$ cat src/rtl/ps2_rx_fifo_if.sv
// rtl/ps2_rx_fifo_if.sv - received-byte valid/ready stream between the PS/2 receiver and its consumer
interface ps2_rx_fifo_if;
  logic [7:0] rx_byte;
  logic       rx_valid;
  logic       rx_ready;

  modport master (
    output rx_byte,
    output rx_valid,
    input  rx_ready
  );

  modport slave (
    input  rx_byte,
    input  rx_valid,
    output rx_ready
  );
endinterface

$ cat src/rtl/ps2_rx_fifo.sv
// rtl/ps2_rx_fifo.sv - filtered PS/2 frame receiver with parity/framing/timeout checks, byte FIFO and history
module ps2_rx_fifo #(
  parameter int FILTER_LEN     = 20,
  parameter int TIMEOUT_CYCLES = 200000,
  parameter int FIFO_DEPTH     = 4,
  parameter int HIST_BYTES     = 4
) (
  input  logic                    clk100MHz,
  input  logic                    rst,
  input  logic                    PS2_Clk,
  input  logic                    PS2_Data,
  ps2_rx_fifo_if.master           rx,
  output logic [8*HIST_BYTES-1:0] history,
  output logic                    RX_Done,
  output logic                    parity_err,
  output logic                    frame_err,
  output logic                    overflow
);

  localparam int TW = $clog2(TIMEOUT_CYCLES);
  localparam int PW = $clog2(FIFO_DEPTH);
  localparam int CW = $clog2(FIFO_DEPTH + 1);
  localparam int HW = 8 * HIST_BYTES;

  localparam logic [TW-1:0] TO_LAST  = TW'(TIMEOUT_CYCLES - 1);
  localparam logic [CW-1:0] FULL_CNT = CW'(FIFO_DEPTH);

  localparam logic [1:0] S_IDLE   = 2'd0;
  localparam logic [1:0] S_DATA   = 2'd1;
  localparam logic [1:0] S_PARITY = 2'd2;
  localparam logic [1:0] S_STOP   = 2'd3;

  logic [1:0]            r_clk_sync;
  logic [1:0]            r_dat_sync;
  logic [FILTER_LEN-1:0] r_clk_sh;
  logic [FILTER_LEN-1:0] r_dat_sh;
  logic                  r_clk_f;
  logic                  r_dat_f;
  logic                  r_clk_f_q;

  logic [1:0]    r_state;
  logic [2:0]    r_bit_cnt;
  logic [7:0]    r_shift;
  logic          r_par;
  logic [TW-1:0] r_to_cnt;

  logic          r_done;
  logic          r_perr;
  logic          r_ferr;
  logic          r_ovf;
  logic [HW-1:0] r_history;

  logic [7:0]    r_mem [FIFO_DEPTH];
  logic [PW-1:0] r_wptr;
  logic [PW-1:0] r_rptr;
  logic [CW-1:0] r_count;
  logic [7:0]    r_rx_byte;
  logic          r_rx_valid;

  logic          w_fall;
  logic          w_timeout;
  logic          w_stop_fall;
  logic          w_par_ok;
  logic          w_good;
  logic          w_par_bad;
  logic          w_frame_bad;
  logic          w_pop;
  logic          w_full;
  logic          w_push;
  logic [PW-1:0] w_rptr_nxt;
  logic [CW-1:0] w_cnt_after_pop;
  logic [CW-1:0] w_cnt_nxt;
  logic [HW-1:0] w_hist_nxt;

  // Filtered levels only move on a unanimous shift register, so short glitches never reach the FSM.
  always_ff @(posedge clk100MHz) begin
    if (rst) begin
      r_clk_sync <= 2'b11;
      r_dat_sync <= 2'b11;
      r_clk_sh   <= '1;
      r_dat_sh   <= '1;
      r_clk_f    <= 1'b1;
      r_dat_f    <= 1'b1;
      r_clk_f_q  <= 1'b1;
    end else begin
      r_clk_sync <= {r_clk_sync[0], PS2_Clk};
      r_dat_sync <= {r_dat_sync[0], PS2_Data};
      r_clk_sh   <= {r_clk_sh[FILTER_LEN-2:0], r_clk_sync[1]};
      r_dat_sh   <= {r_dat_sh[FILTER_LEN-2:0], r_dat_sync[1]};
      if (&r_clk_sh) begin
        r_clk_f <= 1'b1;
      end else if (~|r_clk_sh) begin
        r_clk_f <= 1'b0;
      end
      if (&r_dat_sh) begin
        r_dat_f <= 1'b1;
      end else if (~|r_dat_sh) begin
        r_dat_f <= 1'b0;
      end
      r_clk_f_q  <= r_clk_f;
    end
  end

  assign w_fall      = r_clk_f_q & ~r_clk_f;
  assign w_timeout   = (r_state != S_IDLE) && !w_fall && (r_to_cnt == TO_LAST);
  assign w_stop_fall = (r_state == S_STOP) && w_fall;
  assign w_par_ok    = ^{r_shift, r_par};
  assign w_frame_bad = w_stop_fall && !r_dat_f;
  assign w_par_bad   = w_stop_fall && r_dat_f && !w_par_ok;
  assign w_good      = w_stop_fall && r_dat_f && w_par_ok;

  always_ff @(posedge clk100MHz) begin
    if (rst) begin
      r_state   <= S_IDLE;
      r_bit_cnt <= 3'd0;
      r_shift   <= 8'h00;
      r_par     <= 1'b0;
      r_to_cnt  <= '0;
    end else begin
      if (w_fall || (r_state == S_IDLE)) begin
        r_to_cnt <= '0;
      end else begin
        r_to_cnt <= r_to_cnt + 1'b1;
      end
      case (r_state)
        S_IDLE: begin
          // A fall with data high is a bus glitch, not a start bit.
          if (w_fall && !r_dat_f) begin
            r_state   <= S_DATA;
            r_bit_cnt <= 3'd0;
          end
        end
        S_DATA: begin
          if (w_fall) begin
            r_shift   <= {r_dat_f, r_shift[7:1]};
            r_bit_cnt <= r_bit_cnt + 3'd1;
            if (r_bit_cnt == 3'd7) begin
              r_state <= S_PARITY;
            end
          end else if (w_timeout) begin
            r_state <= S_IDLE;
          end
        end
        S_PARITY: begin
          if (w_fall) begin
            r_par   <= r_dat_f;
            r_state <= S_STOP;
          end else if (w_timeout) begin
            r_state <= S_IDLE;
          end
        end
        S_STOP: begin
          if (w_fall || w_timeout) begin
            r_state <= S_IDLE;
          end
        end
        default: r_state <= S_IDLE;
      endcase
    end
  end

  generate
    if (HIST_BYTES == 1) begin : g_hist_one
      assign w_hist_nxt = r_shift;
    end else begin : g_hist_many
      assign w_hist_nxt = {r_history[HW-9:0], r_shift};
    end
  endgenerate

  always_ff @(posedge clk100MHz) begin
    if (rst) begin
      r_done    <= 1'b0;
      r_perr    <= 1'b0;
      r_ferr    <= 1'b0;
      r_ovf     <= 1'b0;
      r_history <= '0;
    end else begin
      r_done <= w_good;
      r_perr <= w_par_bad;
      r_ferr <= w_frame_bad | w_timeout;
      r_ovf  <= w_good & w_full & ~w_pop;
      if (w_good) begin
        r_history <= w_hist_nxt;
      end
    end
  end

  // A simultaneous pop frees the slot, so a push into a full FIFO still lands.
  assign w_pop           = r_rx_valid & rx.rx_ready;
  assign w_full          = (r_count == FULL_CNT);
  assign w_push          = w_good & (~w_full | w_pop);
  assign w_rptr_nxt      = r_rptr + PW'(w_pop);
  assign w_cnt_after_pop = r_count - CW'(w_pop);
  assign w_cnt_nxt       = w_cnt_after_pop + CW'(w_push);

  always_ff @(posedge clk100MHz) begin
    if (w_push) begin
      r_mem[r_wptr] <= r_shift;
    end
  end

  // The head byte is registered; bypass the memory when the pushed byte becomes the head.
  always_ff @(posedge clk100MHz) begin
    if (rst) begin
      r_wptr     <= '0;
      r_rptr     <= '0;
      r_count    <= '0;
      r_rx_byte  <= 8'h00;
      r_rx_valid <= 1'b0;
    end else begin
      r_wptr     <= r_wptr + PW'(w_push);
      r_rptr     <= w_rptr_nxt;
      r_count    <= w_cnt_nxt;
      r_rx_valid <= (w_cnt_nxt != '0);
      if (w_push && (w_cnt_after_pop == '0)) begin
        r_rx_byte <= r_shift;
      end else if (w_cnt_after_pop != '0) begin
        r_rx_byte <= r_mem[w_rptr_nxt];
      end
    end
  end

  assign rx.rx_byte  = r_rx_byte;
  assign rx.rx_valid = r_rx_valid;
  assign history     = r_history;
  assign RX_Done     = r_done;
  assign parity_err  = r_perr;
  assign frame_err   = r_ferr;
  assign overflow    = r_ovf;

endmodule

$ cat src/flat_wrapper.sv
// flat-port wrapper written by rule: the top's interface ports become plain ports
module ps2_rx_fifo_flat 
#(
  parameter int FILTER_LEN     = 20,
  parameter int TIMEOUT_CYCLES = 200000,
  parameter int FIFO_DEPTH     = 4,
  parameter int HIST_BYTES     = 4
)
  (clk100MHz, rst, PS2_Clk, PS2_Data, history, RX_Done, parity_err, frame_err, overflow, rx_rx_byte, rx_rx_valid, rx_rx_ready);
  ps2_rx_fifo_if rx_i ();
  input  logic clk100MHz;
  input  logic rst;
  input  logic PS2_Clk;
  input  logic PS2_Data;
  output logic [8*HIST_BYTES-1:0] history;
  output logic RX_Done;
  output logic parity_err;
  output logic frame_err;
  output logic overflow;
  output wire logic [$bits(rx_i.rx_byte)-1:0] rx_rx_byte;
  output wire logic [$bits(rx_i.rx_valid)-1:0] rx_rx_valid;
  input wire logic [$bits(rx_i.rx_ready)-1:0] rx_rx_ready;
  assign rx_rx_byte = rx_i.rx_byte;
  assign rx_rx_valid = rx_i.rx_valid;
  assign rx_i.rx_ready = rx_rx_ready;
  ps2_rx_fifo #(.FILTER_LEN(FILTER_LEN), .TIMEOUT_CYCLES(TIMEOUT_CYCLES), .FIFO_DEPTH(FIFO_DEPTH), .HIST_BYTES(HIST_BYTES)) u_core (.clk100MHz(clk100MHz), .rst(rst), .PS2_Clk(PS2_Clk), .PS2_Data(PS2_Data), .rx(rx_i), .history(history), .RX_Done(RX_Done), .parity_err(parity_err), .frame_err(frame_err), .overflow(overflow));
endmodule
$ cat config.mk
export PLATFORM = sky130hd
export DESIGN_NAME = ps2_rx_fifo_flat
export DESIGN_NICKNAME = d
export VERILOG_FILES = /design/src/rtl/ps2_rx_fifo_if.sv /design/src/rtl/ps2_rx_fifo.sv /design/src/flat_wrapper.sv
export SDC_FILE = /design/constraint.sdc
export NUM_CORES = 1
export LEC_CHECK = 0
export CAP_MARGIN = 20
export CELL_PAD_IN_SITES_DETAIL_PLACEMENT = 2
export CELL_PAD_IN_SITES_GLOBAL_PLACEMENT = 2
export CORE_MARGIN = 2
export CORE_UTILIZATION = 25
export DETAILED_ROUTE_END_ITERATION = 12
export HOLD_SLACK_MARGIN = 0.15
export PLACE_DENSITY = 0.59
export SKIP_LAST_GASP = 1
export SLEW_MARGIN = 10
export SYNTH_ARGS = -nofsm -noshare
export SYNTH_HDL_FRONTEND = slang
export SYNTH_SLANG_ARGS = --single-unit
$ cat constraint.sdc
create_clock -name clk100MHz -period 2.7 [get_ports clk100MHz]
set_clock_uncertainty 0.1 [all_clocks]
set_input_delay 0.54 -clock clk100MHz [delete_from_list [all_inputs] [get_ports clk100MHz]]
set_output_delay 0.54 -clock clk100MHz [all_outputs]
set_load 0.01 [all_outputs]
==> flow_results.xml <==
<?xml version="1.0" encoding="UTF-8"?>
<metrics>
  <group name="run_status">
    <metric name="run_status" unit="">finished clean</metric>
  </group>
  <group name="cts">
    <metric name="post_cts.resized_instances" unit="">0</metric>
    <metric name="cts_hold_repair.buffers" unit="">0</metric>
    <metric name="cts_num_sinks" unit="">163</metric>
    <metric name="clock_tree.buffer_depth" unit="">2</metric>
    <metric name="clock_tree.root_cell" unit="">clkbuf_16</metric>
    <metric name="cts_htree_levels" unit="">4</metric>
    <metric name="cts_tree" unit="">yes</metric>
    <metric name="clock_insertion_delay_worst_skew" unit="ns">0.42</metric>
    <metric name="clk_pin_slew_worst_paths" unit="ns">0.06</metric>
    <metric name="cts_inserted_buffers" unit="">17</metric>
    <metric name="post_cts_buffers" unit="">0</metric>
  </group>
  <group name="sta">
    <metric name="timing.final.crit_share" unit="%">91.5</metric>
    <metric name="fmaxAchievable" unit="MHz">405</metric>
    <metric name="finalSetupViolations" unit="">0</metric>
    <metric name="timing_max_transition_violations_final" unit="">0</metric>
    <metric name="fin_crit" unit="ns">2.47</metric>
    <metric name="fin_setup_tns" unit="ns">0</metric>
    <metric name="grt_setup_unrepaired" unit="">false</metric>
    <metric name="slew_headroom" unit="%">58.5</metric>
    <metric name="final.hold.worst_slack" unit="ns">0.310</metric>
    <metric name="max_slew.worst_pin.slew" unit="ns">0.622</metric>
    <metric name="finalHoldViolations" unit="">0</metric>
  </group>
  <group name="synth">
    <metric name="synth.cell_area" unit="µm²">6040</metric>
    <metric name="yosys.area.top_type_share" unit="%">43.4</metric>
    <metric name="seq_area_frac_synth" unit="%">59.3</metric>
    <metric name="syn_nets" unit="">549</metric>
    <metric name="ys.warnings.count" unit="">0</metric>
    <metric name="synth.distinct_cells" unit="">43</metric>
    <metric name="synth_ff_type" unit="">dfxtp_1</metric>
    <metric name="synth_cells" unit="">535</metric>
    <metric name="synth.most_common_cell" unit="">dfxtp_1</metric>
    <metric name="count_of_flip_flops_with_a_built_in_enable_after_synthesis" unit="">32</metric>
    <metric name="synth_seq_cells" unit="">163</metric>
    <metric name="synth_area_leader_cell" unit="">dfxtp_1</metric>
    <metric name="synth_commonest_cells" unit="">dfxtp_1 (131), nor2_1 (76), or2_2 (44)</metric>
    <metric name="yosys-top-cells-area" unit="">dfxtp_1 (43%), edfxtp_1 (16%), mux2i_1 (6.5%), nor2_1 (4.7%), or2_2 (4.6%)</metric>
    <metric name="asyncSetResetFlopFracSynth" unit="%">0</metric>
    <metric name="synthesis.area_per_instance" unit="µm²">11.3</metric>
  </group>
  <group name="final_layout">
    <metric name="final_core_util" unit="%">32.0</metric>
    <metric name="ff_latch_area" unit="µm²">3580</metric>
    <metric name="area_growth" unit="%">25.1</metric>
    <metric name="antenna-diode-count" unit="">0</metric>
    <metric name="layout.nets" unit="">611</metric>
    <metric name="layoutNonFillerInstCount" unit="">929</metric>
    <metric name="post_route_cells_drive_above_1_share" unit="%">17.4</metric>
    <metric name="multi_input_comb_area" unit="µm²">2290</metric>
    <metric name="post_route_design_area" unit="µm²">7560</metric>
    <metric name="num-fill-cells" unit="">2550</metric>
  </group>
  <group name="power">
    <metric name="power_frac_comb" unit="%">10.9</metric>
    <metric name="power.switching_fraction" unit="%">24.8</metric>
    <metric name="power.density_cell_area" unit="nW/µm²">747</metric>
    <metric name="power.static_leakage" unit="nW">2.62</metric>
    <metric name="pwr-share-seq" unit="%">45.8</metric>
    <metric name="power.internal" unit="mW">4.25</metric>
    <metric name="p_sw" unit="mW">1.40</metric>
    <metric name="peakVddDrop" unit="µV">391</metric>
    <metric name="clock_power_share" unit="%">43.3</metric>
  </group>
  <group name="critical_path">
    <metric name="cp-endpoint" unit="">u_core.rx.rx_valid$_SDFF_PP0_</metric>
    <metric name="reg2reg_slack" unit="ns">0.23</metric>
    <metric name="r2r-start" unit="">u_core.r_shift[2]$_SDFFE_PP0P_</metric>
    <metric name="setup.worst_path.start" unit="">u_core.r_shift[2]$_SDFFE_PP0P_</metric>
    <metric name="crit_type" unit="">reg2reg</metric>
    <metric name="arrival" unit="ns">2.65</metric>
    <metric name="critical_path_peak_fanout" unit="">7</metric>
    <metric name="startpoint_type" unit="">flip-flop</metric>
    <metric name="cp-end-kind" unit="">flip-flop</metric>
    <metric name="r2r_end" unit="">u_core.rx.rx_valid$_SDFF_PP0_</metric>
    <metric name="crit_required" unit="ns">2.88</metric>
    <metric name="reg2reg_path_depth" unit="">8</metric>
  </group>
  <group name="global_routing">
    <metric name="grt_start_max_net_pins" unit="">49</metric>
    <metric name="global_route_wire_length_before_repair" unit="mm">23.8</metric>
    <metric name="first_global_vias" unit="">4460</metric>
    <metric name="gr-usage-all-layers" unit="%">11.8</metric>
    <metric name="grt.overflow.total" unit="">0</metric>
    <metric name="antenna_found_initial" unit="">0</metric>
  </group>
  <group name="place">
    <metric name="placedInstanceArea" unit="µm²">6960</metric>
    <metric name="port_buffers" unit="">49</metric>
    <metric name="place_congestion" unit="">0.750</metric>
    <metric name="place_hpwl" unit="mm">9.99</metric>
    <metric name="numPlacedInstances" unit="">897</metric>
  </group>
  <group name="die">
    <metric name="core" unit="µm²">23600</metric>
    <metric name="initial_utilization" unit="%">25.6</metric>
    <metric name="floorplan.die.height" unit="µm">159</metric>
    <metric name="fp.dieArea" unit="µm²">25400</metric>
    <metric name="io_pins" unit="">50</metric>
    <metric name="floorplan.die.width" unit="µm">159</metric>
    <metric name="placement_rows" unit="">56</metric>
  </group>
  <group name="detailed_routing">
    <metric name="drt-pass1-iter-count" unit="">4</metric>
    <metric name="initialDrtViolationCount" unit="">96</metric>
    <metric name="drt-vias-per-instance" unit="">4.34</metric>
    <metric name="routed_wirelength" unit="mm">14.1</metric>
    <metric name="detail_route.drc_violations" unit="">0</metric>
    <metric name="wl_per_cell" unit="µm">15.1</metric>
    <metric name="detail-route-antenna-nets" unit="">0</metric>
    <metric name="route.vias.total" unit="">4036</metric>
  </group>
  <group name="job">
    <metric name="maxCapViolCount" unit="">0</metric>
  </group>
  <group name="hold_path">
    <metric name="min_path_type" unit="">reg2reg</metric>
  </group>
</metrics>
==> power by group through the flow <==
stage	combinational (mW)	sequential [mW]	clock (mW)
4_1_cts	0.633	2.59	2.53
2_1_floorplan	0.353	2.65	0
6_report	0.615	2.59	2.45
3_5_place_dp	0.631	2.64	0
3_3_place_gp	0.595	2.64	0
5_1_grt	0.681	2.59	2.65
==> worst min path at each step <==
stage,startpoint,end,slack [ns],cells past startpoint
final,u_core.r_clk_sync[0]$_SDFF_PP1_,u_core.r_clk_sync[1]$_SDFF_PP1_,0.31,1
after global routing,u_core.r_dat_sync[0]$_SDFF_PP1_,u_core.r_dat_sync[1]$_SDFF_PP1_,0.33,1
after CTS,u_core.r_clk_sync[0]$_SDFF_PP1_,u_core.r_clk_sync[1]$_SDFF_PP1_,0.31,1
after detailed placement,u_core.r_clk_sync[0]$_SDFF_PP1_,u_core.r_clk_sync[1]$_SDFF_PP1_,0.30,1
after global placement,u_core.r_clk_sync[1]$_SDFF_PP1_,u_core.r_clk_sh[0]$_SDFF_PP1_,0.29,1
after floorplan,u_core.r_clk_sync[1]$_SDFF_PP1_,u_core.r_clk_sh[0]$_SDFF_PP1_,0.29,1
==> cell families after synthesis <==
group                    count (synthesis)  synth area share, %
AND/OR/NAND/NOR                        218                 18.3
AO/OA/AOI/OAI                           38                 3.89
adder cells (fa/ha/maj)                  9                 1.86
multiplexers                            47                 9.44
buffers and inverters                   33                 2.84
XOR/XNOR                                27                 4.31
flip-flops                             163                 59.3
==> layer usage <==
metal / part of all wire, % / track usage [%]
met5: 0 / 0
met4: 1.1 / 4.26
met3: 2.3 / 2.71
met2: 48 / 19.2
met1: 49 / 15.2
==> flip-flops by register name (all words and copies together) (netlist names), 2 cells and up <==
register / flops
u_core.r_dat_sync: 2
u_core.r_count: 3
u_core.r_dat_sh: 20
u_core.rx.rx_byte: 8
u_core.r_wptr: 2
u_core.r_clk_sync: 2
u_core.history: 32
u_core.r_clk_sh: 20
u_core.r_shift: 8
u_core.r_to_cnt: 18
u_core.r_bit_cnt: 3
u_core.r_mem: 32
u_core.r_rptr: 2
u_core.r_state: 2
==> worst max-delay path, cell delays in order, from the launching register on <==
cell,delay (ns)
dfxtp_1,0.32
xnor2_1,0.29
xnor2_2,0.19
xor3_2,0.43
and2_1,0.28
ha_1,0.22
ha_1,0.19
xnor2_1,0.22
a21oi_1,0.10
==> metrics by stage <==
step                      power, mW  worst slack (ns)
after floorplan                3.01             0.122
after global placement         3.23             0.175
after detailed placement       3.27            0.0509
after CTS                      5.75             0.223
after global routing           5.93            0.0522
final                          5.65             0.230
==> cell type report <==
cell class	instances	area share, %
Clock inverter	15	2.27
Multi-Input combinational cell	339	30.3
Clock buffer	17	5.63
Inverter	8	0.397
Timing Repair Buffer	68	8.67
Tap cell	319	5.28
Sequential cell	163	47.4
==> cells in the final DEF, fill, tap and decap left out, types with 11 or more instances in the layout <==
| cell type | Yosys | final |
|---|---|---|
| buf_4 | 0 | 18 |
| nor2_1 | 76 | 76 |
| nand2_1 | 26 | 26 |
| dfxtp_1 | 131 | 131 |
| clkbuf_16 | 0 | 17 |
| clkdlybuf4s50_1 | 0 | 48 |
| mux2i_1 | 39 | 39 |
| nand4_1 | 14 | 14 |
| a21oi_1 | 16 | 16 |
| xnor2_1 | 16 | 16 |
| nor4_1 | 11 | 11 |
| edfxtp_1 | 32 | 32 |
| or2_2 | 44 | 44 |
Note: power is estimated with default switching activity, not from simulation.
==> RTL change 1, RTL diff (same flow settings) <==
Remove the register `r_perr`: a continuous assignment takes its place, so the output `parity_err` follows one clock earlier.
--- a/src/rtl/ps2_rx_fifo.sv
+++ b/src/rtl/ps2_rx_fifo.sv
@@ -172,3 +172,2 @@
       r_done    <= 1'b0;
-      r_perr    <= 1'b0;
       r_ferr    <= 1'b0;
@@ -178,3 +177,2 @@
       r_done <= w_good;
-      r_perr <= w_par_bad;
       r_ferr <= w_frame_bad | w_timeout;
@@ -186,2 +184,4 @@
   end
+
+  assign r_perr = w_par_bad;
 
Check against the original RTL: no difference found for any inputs over 10 cycles, from zero or initial values and one cycle with rst high; that may be too few to reach the edited logic, so the function may still have changed.
==> RTL change 1 against the unedited design <==
Sequential share of layout area is 0.67 points lower; synthesized area shrank 0.31%; critical endpoint is now parity_err; hold slack gained 3.3 ps; first-iteration DRC count increased by 69%; wire length up 2.9%; setup slack got worse by 120 ps; global-route usage is 0.12 points higher; sequential cell count down 1; final area increased by 0.86%; power grew 0.78%; non-clock buffer count increased by 2.
==> RTL change 1: results <==
metrics = {
    "status": {
        "status": "finished clean",
    },
    "yosys": {
        "synthesis.nets": 550,
        "synthCells": 536,
        "synthTopCellsByCount": "dfxtp_1 (130), nor2_1 (77), or2_2 (43)",
        "synth_seq_area_share_pct": 59.17,
        "synth_area_leaders": "dfxtp_1 (43%), edfxtp_1 (16%), mux2i_1 (6.5%)",
    },
    "placed_design": {
        "gp_congestion": 0.7003,
        "dpl.hpwl_microns": 9707,
        "pre_cts_ws_ps": 11.81,
        "portBuffers": 49,
        "place_area_sq_um": 6952,
    },
    "worst_setup_path": {
        "arrival_ps": 1950,
        "max_stage_delay_ps": 390,
        "path_max_fanout": 2,
    },
    "sta": {
        "timing.slew.headroom_pct": 57.77,
        "fmax_mhz": 386.8,
    },
    "global_route": {
        "grt_max_degree": 112,
        "grt_pass1_wl_microns": 23830,
        "grt_overflow": 0,
        "grt_usage_pct": 11.87,
        "grt_pass1_vias": 4466,
    },
    "finish": {
        "layout.nets": 613,
        "nFillCells": 2545,
        "drive_above_1_share_pct": 19.12,
    },
    "power": {
        "leakagePower_nw": 2.656,
        "sw_frac_of_total_pct": 25.22,
        "vdd_drop_max_mv": 0.3373,
    },
    "detailed_routing": {
        "drt_iter0_markers": 162,
        "wl_microns": 14470,
        "num_vias": 4092,
        "viasPerCell": 4.395,
    },
}
RTL change 1: changes by cell type in the layout (fill, tap and decap cells not counted), moves of 2 or more:
cell      delta
and3_1       -3
clkbuf_8     +2
inv_1        +2
nand3_1      +3
nor3_1       -2
xnor2_1      -8
xnor2_2      +5
xor2_1       +3
RTL change 1: path summary, 6_finish.rpt:
kind                              startpoint                            end  depth (start not counted)
min reg2reg  u_core.r_clk_sync[1]$_SDFF_PP1_  u_core.r_clk_sh[0]$_SDFF_PP1_                          1
max           u_core.r_shift[0]$_SDFFE_PP0P_                     parity_err                          5
max reg2reg   u_core.r_shift[0]$_SDFFE_PP0P_  u_core.rx.rx_valid$_SDFF_PP0_                          9
min          u_core.r_clk_sync[1]$_SDFF_PP1_  u_core.r_clk_sh[0]$_SDFF_PP1_                          1
RTL change 1: cells by family (layout without fill, tap and decap cells):
group                    Yosys count  after routing  synth area share [%]
AND/OR/NAND/NOR                  217            217                 18.22
flip-flops                       162            162                 59.17
multiplexers                      47             47                 9.474
XOR/XNOR                          27             27                 4.322
buffers and inverters             36            112                 3.033
AO/OA/AOI/OAI                     38             38                 3.906
adder cells (fa/ha/maj)            9              9                 1.870
RTL change 1: layout make-up:
type                       count  area, sq um  area share (%)
inverter                      10        37.54          0.4924
clock buffer                  20        478.0           6.269
multi-input combinational    338         2332           30.59
timing repair buffer          70        681.9           8.945
clock inverter                12        131.4           1.723
sequential                   162         3563           46.74
tap                          319        399.1           5.236
RTL change 1: power by group through the flow:
stage               Combinational, W  Clock (W)  Sequential [W]
floorplan                   0.000353          0         0.00264
global placement            0.000610          0         0.00262
detailed placement          0.000635          0         0.00263
CTS                         0.000646    0.00256         0.00257
global route                0.000704    0.00267         0.00258
finish                      0.000632    0.00249         0.00257
RTL change 1: through the flow:
stage	total power [W]	hold WS (ps)
6_report	0.005691	313.2
5_1_grt	0.005952	323.8
4_1_cts	0.005774	319.1
3_5_place_dp	0.003263	296.4
3_3_place_gp	0.003235	291.5
2_1_floorplan	0.002992	289.5
RTL change 1: what timing repair did:
action / CTS / global route
setup endpoints to repair: 1 / 18
hold buffers: 0 / 0
setup buffers: 1 / 1
pin swaps: 1 / 3
resized for setup: 7 / 3
RTL change 1: critical path, delay by kind of cell, from the launching register on:
family / cells / cell delay [ps]
buf+inv: 1 / 290
flops: 1 / 340
xor+xnor: 3 / 760
simple gates: 1 / 130
RTL change 1: layer usage:
metal	up-vias	GRT usage [%]	share of wire [%]
li1	1974	-	-
met1	2054	14.70	46
met2	48	19.82	50
met3	16	3.490	3.0
met4	0	3.967	1.1
met5	-	0	0
==> RTL change 2, RTL diff (same settings) <==
Without the edit above. `TIMEOUT_CYCLES` is set to 200000 in 2 places; all go to 50000.
--- a/src/rtl/ps2_rx_fifo.sv
+++ b/src/rtl/ps2_rx_fifo.sv
@@ -3,3 +3,3 @@
   parameter int FILTER_LEN     = 20,
-  parameter int TIMEOUT_CYCLES = 200000,
+  parameter int TIMEOUT_CYCLES = 50000,
   parameter int FIFO_DEPTH     = 4,
--- a/src/flat_wrapper.sv
+++ b/src/flat_wrapper.sv
@@ -4,3 +4,3 @@
   parameter int FILTER_LEN     = 20,
-  parameter int TIMEOUT_CYCLES = 200000,
+  parameter int TIMEOUT_CYCLES = 50000,
   parameter int FIFO_DEPTH     = 4,
Formal check against the unedited RTL: same outputs for any inputs over 10 cycles, from zero or initial values and one cycle with rst high; that may be too few to reach the edited logic, so the function may still have changed.
==> RTL change 2 against the unedited design <==
Synthesized area is 2.7% lower; power is 3.5% higher; via count is 5.2% higher; synthesized cell count is 6.2% higher; final area is 0.71% lower; highest routed layer unchanged; die area is 2.7% lower; wire length is 5.0% higher; sequential cell count is 2 lower; critical endpoint unchanged; setup slack better by 130 ps.
==> RTL change 2: results <==
metrics = {
    "finish": {
        "multi_input_gates": 371,
        "final-clk-cell-share_pct": 8.520,
        "buf_share_pct": 9.370,
        "stdcell_count": 963,
        "nFillCells": 2565,
        "nNonClkInverters": 9,
    },
    "status": {
        "status": "finished clean",
    },
    "detailed_routing": {
        "met2_length_microns": 7726,
        "wl_met1_microns": 6582,
        "routedWlPerCell_microns": 15.34,
    },
    "power": {
        "vdd_drop_max_mv": 0.3687,
        "p_comb_w": 0.000674,
        "switchingPower_w": 0.001330,
    },
    "sta": {
        "holdWs_ps": 314.5,
        "timing.slew.headroom_pct": 61.24,
    },
    "global_route": {
        "grt_pass1_vias": 4590,
        "grt_util_met3_pct": 2.561,
        "grt_util_met1_pct": 14.96,
        "grt_usage_pct": 12.65,
        "grt_pass1_wl_microns": 24430,
    },
    "yosys": {
        "synth_area_leaders": "dfxtp_1 (44%), edfxtp_1 (16%), nand2_1 (6.6%)",
        "synthTopCellsByCount": "dfxtp_1 (129), nand2_1 (103), a21oi_1 (53)",
        "syn_area_sq_um": 5876,
        "synthesis.nets": 582,
    },
    "placed_design": {
        "gp_congestion": 0.7565,
        "placed_cells": 931,
        "pre_cts_ws_ps": 77.22,
    },
    "worst_setup_path": {
        "path_max_fanout": 6,
        "max_stage_delay_ps": 470,
    },
    "hold_path": {
        "min_to": "u_core.r_dat_sh[0]$_SDFF_PP1_",
        "hold_path_startpoint": "u_core.r_dat_sync[1]$_SDFF_PP1_",
    },
    "clock_tree": {
        "cts.sinks": 161,
    },
}
==> RTL change 2: cell types whose count changed after synthesis, sizes merged, moves of 7 or more <==
cell and change:
a21oi +37, nor2 -43, a211oi -7, nand2 +78, mux2i -39
==> RTL change 2: worst max-delay path by stage <==
stage	start	to	cells past startpoint	slack [ps]
4_1_cts	u_core.r_shift[2]$_SDFFE_PP0P_	u_core.rx.rx_valid$_SDFF_PP0_	9	330
2_1_floorplan	rx_rx_ready	u_core.rx.rx_byte[7]$_SDFFE_PP0P_	7	200
6_report	u_core.r_shift[3]$_SDFFE_PP0P_	u_core.rx.rx_valid$_SDFF_PP0_	9	360
3_5_place_dp	rx_rx_ready	u_core.r_mem[3][3]$_DFFE_PP_	7	80
3_3_place_gp	rx_rx_ready	u_core.rx.rx_byte[7]$_SDFFE_PP0P_	7	120
5_1_grt	u_core.r_shift[2]$_SDFFE_PP0P_	u_core.rx.rx_valid$_SDFF_PP0_	9	250
